===== config.mk =====
export PLATFORM = sky130hd
export DESIGN_NAME = feed_arbiter
export DESIGN_NICKNAME = d
export VERILOG_FILES = /design/src/rtl/feed_arbiter.sv
export SDC_FILE = /design/constraint.sdc
export NUM_CORES = 1
export LEC_CHECK = 0
export CAP_MARGIN = 0
export CORE_AREA = 3 3 184 186
export CTS_BUF_LIST = sky130_fd_sc_hd__clkbuf_16
export DETAILED_ROUTE_END_ITERATION = 10
export DIE_AREA = 0 0 187 189
export GPL_TIMING_DRIVEN = 0
export PLACE_DENSITY = 0.76
export REMOVE_ABC_BUFFERS = 1
export SYNTH_ARGS = -nofsm -noshare
export SYNTH_HDL_FRONTEND = slang
export SYNTH_SLANG_ARGS = --single-unit

===== constraint.sdc =====
create_clock -name clk -period 4.3 [get_ports clk]
set_input_delay 1.29 -clock clk [delete_from_list [all_inputs] [get_ports clk]]
set_output_delay 1.29 -clock clk [all_outputs]
set_load 0.005 [all_outputs]

===== src/rtl/feed_arbiter.sv =====
// feed_arbiter: four-feed round-robin arbiter that drives one output register
// stage toward a downstream ITCH parser.
//
// Optional feature: define FEED_ARB_STRICT_PRIO_EN to give feed 0 absolute
// priority. Feeds 1-3 then round-robin among themselves, and a feed-0 win
// leaves the round-robin pointer unchanged.
//
// Ports
//   clk, rst_n    : clock and asynchronous active-low reset
//   arb_enable    : enables new grants
//   feed_valid    : per-feed request (4 bits)
//   feed_data     : per-feed payloads, feed i at [i*DATA_WIDTH +: DATA_WIDTH]
//   feed_type     : per-feed message types, feed i at [i*TYPE_WIDTH +: TYPE_WIDTH]
//   feed_ready    : combinational one-hot grant / accept
//   out_valid     : output register holds a beat
//   out_data      : payload of the held beat
//   out_type      : message type of the held beat
//   out_feed_id   : source feed of the held beat
//   out_ready     : downstream accept
//   grant_count   : four 16-bit saturating transfer counters, feed i at [i*16 +: 16]
//   stall_cycles  : saturating count of cycles with out_valid=1 and out_ready=0
//   arb_state     : FSM state (0 DISABLED, 1 IDLE, 2 FULL)
module feed_arbiter #(
    parameter int unsigned DATA_WIDTH = 64,
    parameter int unsigned TYPE_WIDTH = 8
) (
    input  logic                      clk,
    input  logic                      rst_n,
    input  logic                      arb_enable,
    input  logic [3:0]                feed_valid,
    input  logic [4*DATA_WIDTH-1:0]   feed_data,
    input  logic [4*TYPE_WIDTH-1:0]   feed_type,
    output logic [3:0]                feed_ready,
    output logic                      out_valid,
    output logic [DATA_WIDTH-1:0]     out_data,
    output logic [TYPE_WIDTH-1:0]     out_type,
    output logic [1:0]                out_feed_id,
    input  logic                      out_ready,
    output logic [63:0]               grant_count,
    output logic [31:0]               stall_cycles,
    output logic [1:0]                arb_state
);

    localparam int unsigned NUM_FEEDS = 4;
    localparam int unsigned CNT_W     = 16;
    localparam int unsigned STALL_W   = 32;

    typedef enum logic [1:0] {
        ST_DISABLED = 2'd0,
        ST_IDLE     = 2'd1,
        ST_FULL     = 2'd2
    } state_e;

    state_e                               state_q, state_d;
    logic                                 full_q, full_d;
    logic [DATA_WIDTH-1:0]                data_q, data_d;
    logic [TYPE_WIDTH-1:0]                type_q, type_d;
    logic [1:0]                           id_q, id_d;
    logic [1:0]                           rr_ptr_q, rr_ptr_d;
    logic [NUM_FEEDS-1:0][CNT_W-1:0]      grant_q, grant_d;
    logic [STALL_W-1:0]                   stall_q, stall_d;

    logic                                 can_load;
    logic                                 win_found;
    logic [1:0]                           win_idx;
    logic [1:0]                           cand;
    logic                                 xfer;

    // Room in the output stage this cycle: empty, or the held beat is leaving.
    assign can_load = arb_enable & (~full_q | out_ready);

    // Winner search starting at rr_ptr, wrapping 3->0.
    always_comb begin
        win_found = 1'b0;
        win_idx   = 2'd0;
        cand      = 2'd0;
`ifdef FEED_ARB_STRICT_PRIO_EN
        if (feed_valid[0]) begin
            win_found = 1'b1;
            win_idx   = 2'd0;
        end else begin
            for (int k = 0; k < NUM_FEEDS; k++) begin
                cand = rr_ptr_q + 2'(k);
                if (!win_found && (cand != 2'd0) && feed_valid[cand]) begin
                    win_found = 1'b1;
                    win_idx   = cand;
                end
            end
        end
`else
        for (int k = 0; k < NUM_FEEDS; k++) begin
            cand = rr_ptr_q + 2'(k);
            if (!win_found && feed_valid[cand]) begin
                win_found = 1'b1;
                win_idx   = cand;
            end
        end
`endif
    end

    // rst_n gate keeps grants silent while reset is asserted.
    assign xfer       = can_load & win_found & rst_n;
    assign feed_ready = xfer ? (4'd1 << win_idx) : 4'd0;

    // Output stage, round-robin pointer and statistics next-state.
    always_comb begin
        full_d   = full_q;
        data_d   = data_q;
        type_d   = type_q;
        id_d     = id_q;
        rr_ptr_d = rr_ptr_q;
        grant_d  = grant_q;
        stall_d  = stall_q;

        if (xfer) begin
            full_d = 1'b1;
            data_d = feed_data[int'(win_idx)*DATA_WIDTH +: DATA_WIDTH];
            type_d = feed_type[int'(win_idx)*TYPE_WIDTH +: TYPE_WIDTH];
            id_d   = win_idx;
`ifdef FEED_ARB_STRICT_PRIO_EN
            if (win_idx != 2'd0) begin
                rr_ptr_d = win_idx + 2'd1;
            end
`else
            rr_ptr_d = win_idx + 2'd1;
`endif
            if (grant_q[win_idx] != {CNT_W{1'b1}}) begin
                grant_d[win_idx] = grant_q[win_idx] + CNT_W'(1);
            end
        end else if (full_q && out_ready) begin
            full_d = 1'b0;
        end

        if (full_q && !out_ready && (stall_q != {STALL_W{1'b1}})) begin
            stall_d = stall_q + STALL_W'(1);
        end
    end

    // FSM next state; a held beat in DISABLED still drains through full_d.
    always_comb begin
        state_d = state_q;
        if (!arb_enable) begin
            state_d = ST_DISABLED;
        end else begin
            case (state_q)
                ST_DISABLED: state_d = full_d ? ST_FULL : ST_IDLE;
                ST_IDLE:     state_d = xfer ? ST_FULL : ST_IDLE;
                ST_FULL:     state_d = full_d ? ST_FULL : ST_IDLE;
                default:     state_d = ST_DISABLED;
            endcase
        end
    end

    // State and datapath registers.
    always_ff @(posedge clk or negedge rst_n) begin
        if (!rst_n) begin
            state_q  <= ST_DISABLED;
            full_q   <= 1'b0;
            data_q   <= '0;
            type_q   <= '0;
            id_q     <= 2'd0;
            rr_ptr_q <= 2'd0;
            grant_q  <= '0;
            stall_q  <= '0;
        end else begin
            state_q  <= state_d;
            full_q   <= full_d;
            data_q   <= data_d;
            type_q   <= type_d;
            id_q     <= id_d;
            rr_ptr_q <= rr_ptr_d;
            grant_q  <= grant_d;
            stall_q  <= stall_d;
        end
    end

    assign out_valid    = full_q;
    assign out_data     = data_q;
    assign out_type     = type_q;
    assign out_feed_id  = id_q;
    assign grant_count  = grant_q;
    assign stall_cycles = stall_q;
    assign arb_state    = state_q;

endmodule


==> impl_metrics.py <==
metrics = {
    "sta": {
        "drv_slew": 0,
        "min_period_ns": 4.23,
        "rsz0062_at_grt": "no",
        "setup_viol_count_final": 0,
        "hold_violations": 0,
        "slew_headroom_pct": 40.6,
        "finalCritPeriodShare_pct": 98.3,
        "worst_hold_slack_ns": 0.476,
        "worstMarginPinSlew_ns": 0.884,
        "fin_setup_tns_ns": 0,
        "finalClockSkew_ns": 0.0100,
        "worst_slack_ns": 0.0722,
        "fmax_ghz": 0.237,
    },
    "floorplan": {
        "rows": 66,
        "chipWidth_um": 187,
        "die_y_um": 189,
        "ios": 473,
        "coreArea_mm2": 0.0325,
        "start_util_pct": 31.0,
        "die_area_mm2": 0.0353,
    },
    "cts": {
        "clk_pin_slew_ns": 0.07,
        "insertion_delay_ns": 0.43,
        "postCtsHoldBufs": 0,
        "numCtsBuffers": 17,
        "cts_buffer_depth": 2,
        "cts_max_level": 4,
        "cts_tree": "done",
        "root_buffer": "clkbuf_16",
        "cts_sinks": 175,
    },
    "setup_path": {
        "r2r_cells": 12,
        "timing.rr.start": "rr_ptr_q[1]$_DFFE_PN0P_",
        "crit_path_start_kind": "input pin",
        "timing.rr.end": "grant_count[56]$_DFFE_PN0P_",
        "cp_max_fo": 14,
        "r2r_slack_ns": 0.37,
        "crit_arrival_ns": 2.94,
        "end_kind": "output port",
        "required_ns": 3.01,
        "criticalPathCategory": "input pin to output port",
    },
    "flow_run": {
        "drv_cap": 0,
    },
    "cells_and_area": {
        "layout-drive-gt1-share_pct": 10.4,
        "final_core_util_pct": 51.0,
        "final_nets": 1994,
        "area_growth_pct": 64.3,
        "finalInstanceArea_mm2": 0.0165,
        "fill_cells": 3026,
        "final_cells": 2146,
        "antenna_cells": 0,
    },
    "worst_hold_path": {
        "hold_path_class": "register to register",
        "holdPathStages": 2,
        "min_to": "out_data[47]$_DFFE_PN0P_",
        "min_from": "out_data[47]$_DFFE_PN0P_",
    },
    "place": {
        "io_buffers": 472,
        "gp_congestion": 0.835,
        "dp_slack_ns": -2.43,
        "dpl.cell_count": 2079,
        "placed_area_mm2": 0.0154,
        "hpwl_um": 26900,
    },
    "run_status": {
        "outcome": "finished, final reports clean",
    },
    "logic_synthesis": {
        "netlist_instances": 1227,
        "synth-seq-area-share_pct": 43.5,
        "ys_warn_count": 0,
        "synth_area_per_cell_um2": 8.21,
        "async_flop_share_pct": 100,
        "synth_flop_cell": "dfrtp_1",
        "ys_ff_latch": 175,
        "netlist_area_mm2": 0.0101,
        "synth_top_area_cell": "dfrtp_1",
        "yosys.area.top_type_share_pct": 43.5,
        "post_synth_num_cell_types": 46,
        "ys_top_cells_by_area": "dfrtp_1, nand2_1, nand3_1",
        "synth-edff-count": 0,
    },
    "pwr": {
        "ir_drop_mv": 0.351,
        "leakagePower_nw": 7.47,
        "power.total_mw": 7.80,
        "power.density_mw_per_mm2": 471,
    },
    "global_routing": {
        "grt.total_usage_pct": 22.5,
        "overflow": 0,
        "antenna_found_initial": 2,
        "grt_pass1_vias": 10600,
        "grt_pass1_wl_um": 62400,
        "grt_max_degree": 96,
    },
    "detailed_routing": {
        "via_count": 10600,
        "drc": 0,
        "totalWireLength_um": 40900,
        "drt_iter0_drc": 649,
        "postRouteAntennaNets": 0,
        "routedWlPerCell_um": 19.0,
        "first_pass_iters": 5,
        "via_per_inst": 4.95,
    },
}
==> synthesized netlist by cell type (3+ instances only) <==
library cell and instances:
nor4_1 3, and3_1 10, dfrtp_1 175, inv_1 7, nand3_1 156, nor2b_1 3
buf_6 8, nor2_1 13, clkbuf_1 53, ha_1 6, mux2i_1 37, buf_2 3
nand2_1 475, mux2_4 27, nand4_1 7, o22a_1 7, buf_1 14, o221a_1 3
a21oi_1 26, nor3_1 6, o21ai_0 74, and2_1 7, mux2_2 31, xor2_1 13
and4_1 4, xnor2_1 29, a211oi_1 4
==> how the worst max path moves through the flow <==
stage / cells after the start / end / from
detailed placement: 12 / grant_count[61]$_DFFE_PN0P_ / feed_valid[0]
global placement: 9 / feed_ready[2] / feed_valid[1]
global route: 10 / feed_ready[1] / feed_valid[2]
floorplan: 7 / feed_ready[2] / feed_valid[1]
finish: 10 / feed_ready[1] / feed_valid[2]
CTS: 10 / feed_ready[2] / feed_valid[2]
==> power by group <==
| group | internal, mW | total (mW) | switching (mW) |
|---|---|---|---|
| sequential | 2.06 | 2.37 | 0.311 |
| combinational | 2.01 | 3.87 | 1.86 |
| clock | 0.856 | 1.55 | 0.699 |
==> critical path, cell delays in order <==
cell and delay (ns):
dlygate4sd2_1 0.27, and2_4 0.15, nor3_4 0.21, buf_4 0.15, buf_6 0.11, buf_16 0.16, ha_2 0.19, nand2_2 0.09
clkinv_2 0.07, dlygate4sd2_1 0.23
==> cells by family (layout without fill, tap and decap cells) <==
family,after synthesis,in the layout,synth area share (%)
adder cells (fa/ha/maj),6,6,0.745
multiplexers,95,95,11.2
AO/OA/AOI/OAI,121,123,6.83
XOR/XNOR,42,42,3.65
AND/OR/NAND/NOR,696,696,29.8
flip-flops,175,175,43.5
buffers and inverters,92,567,4.31
==> timing repair <==
item	in CTS	in global routing
setup endpoints to repair	68	49
resized for setup	56	5
buffers inserted	21	2
pin swaps	2	2
cloned	13	0
==> area by class of cell <==
class,count,area [um^2],share of cell area [%]
timing repair buffer,522,5560,33.6
multi-input combinational,962,5380,32.5
sequential,175,4380,26.5
tap,442,553,3.34
clock buffer,17,425,2.57
clock inverter,14,144,0.870
inverter,10,72.6,0.439
timing repair inverter,4,35.0,0.212
==> routing by layer <==
metal	wire (um)	share of wire (%)	vias up	global-route usage (%)
met5	0	0	-	0
met4	799	2.0	0	5.61
met3	3060	7.5	54	5.74
met2	20200	49	438	39.5
met1	16800	41	5103	27.6
li1	-	-	5035	-
==> flip-flops by register name, summed over array words and instances (netlist names) <==
name,cells
out_data,64
out_feed_id,2
out_type,8
out_valid,1
arb_state,2
grant_count,64
rr_ptr_q,2
stall_cycles,32
==> placed cells by master, fill, tap and decap left out, types with 9 or more instances in the layout <==
cell type and count:
o21ai_0 74, buf_4 23, nand2_1 471, mux2_2 31, clkbuf_16 17, dfrtp_1 175, a21oi_1 24, nor2_1 13
xnor2_1 29, nand3_1 156, mux2i_1 36, xor2_1 13, buf_16 11, mux2_4 27, buf_8 9, and3_1 10
clkdlybuf4s50_1 463
Power figures use the tool's default switching activity.
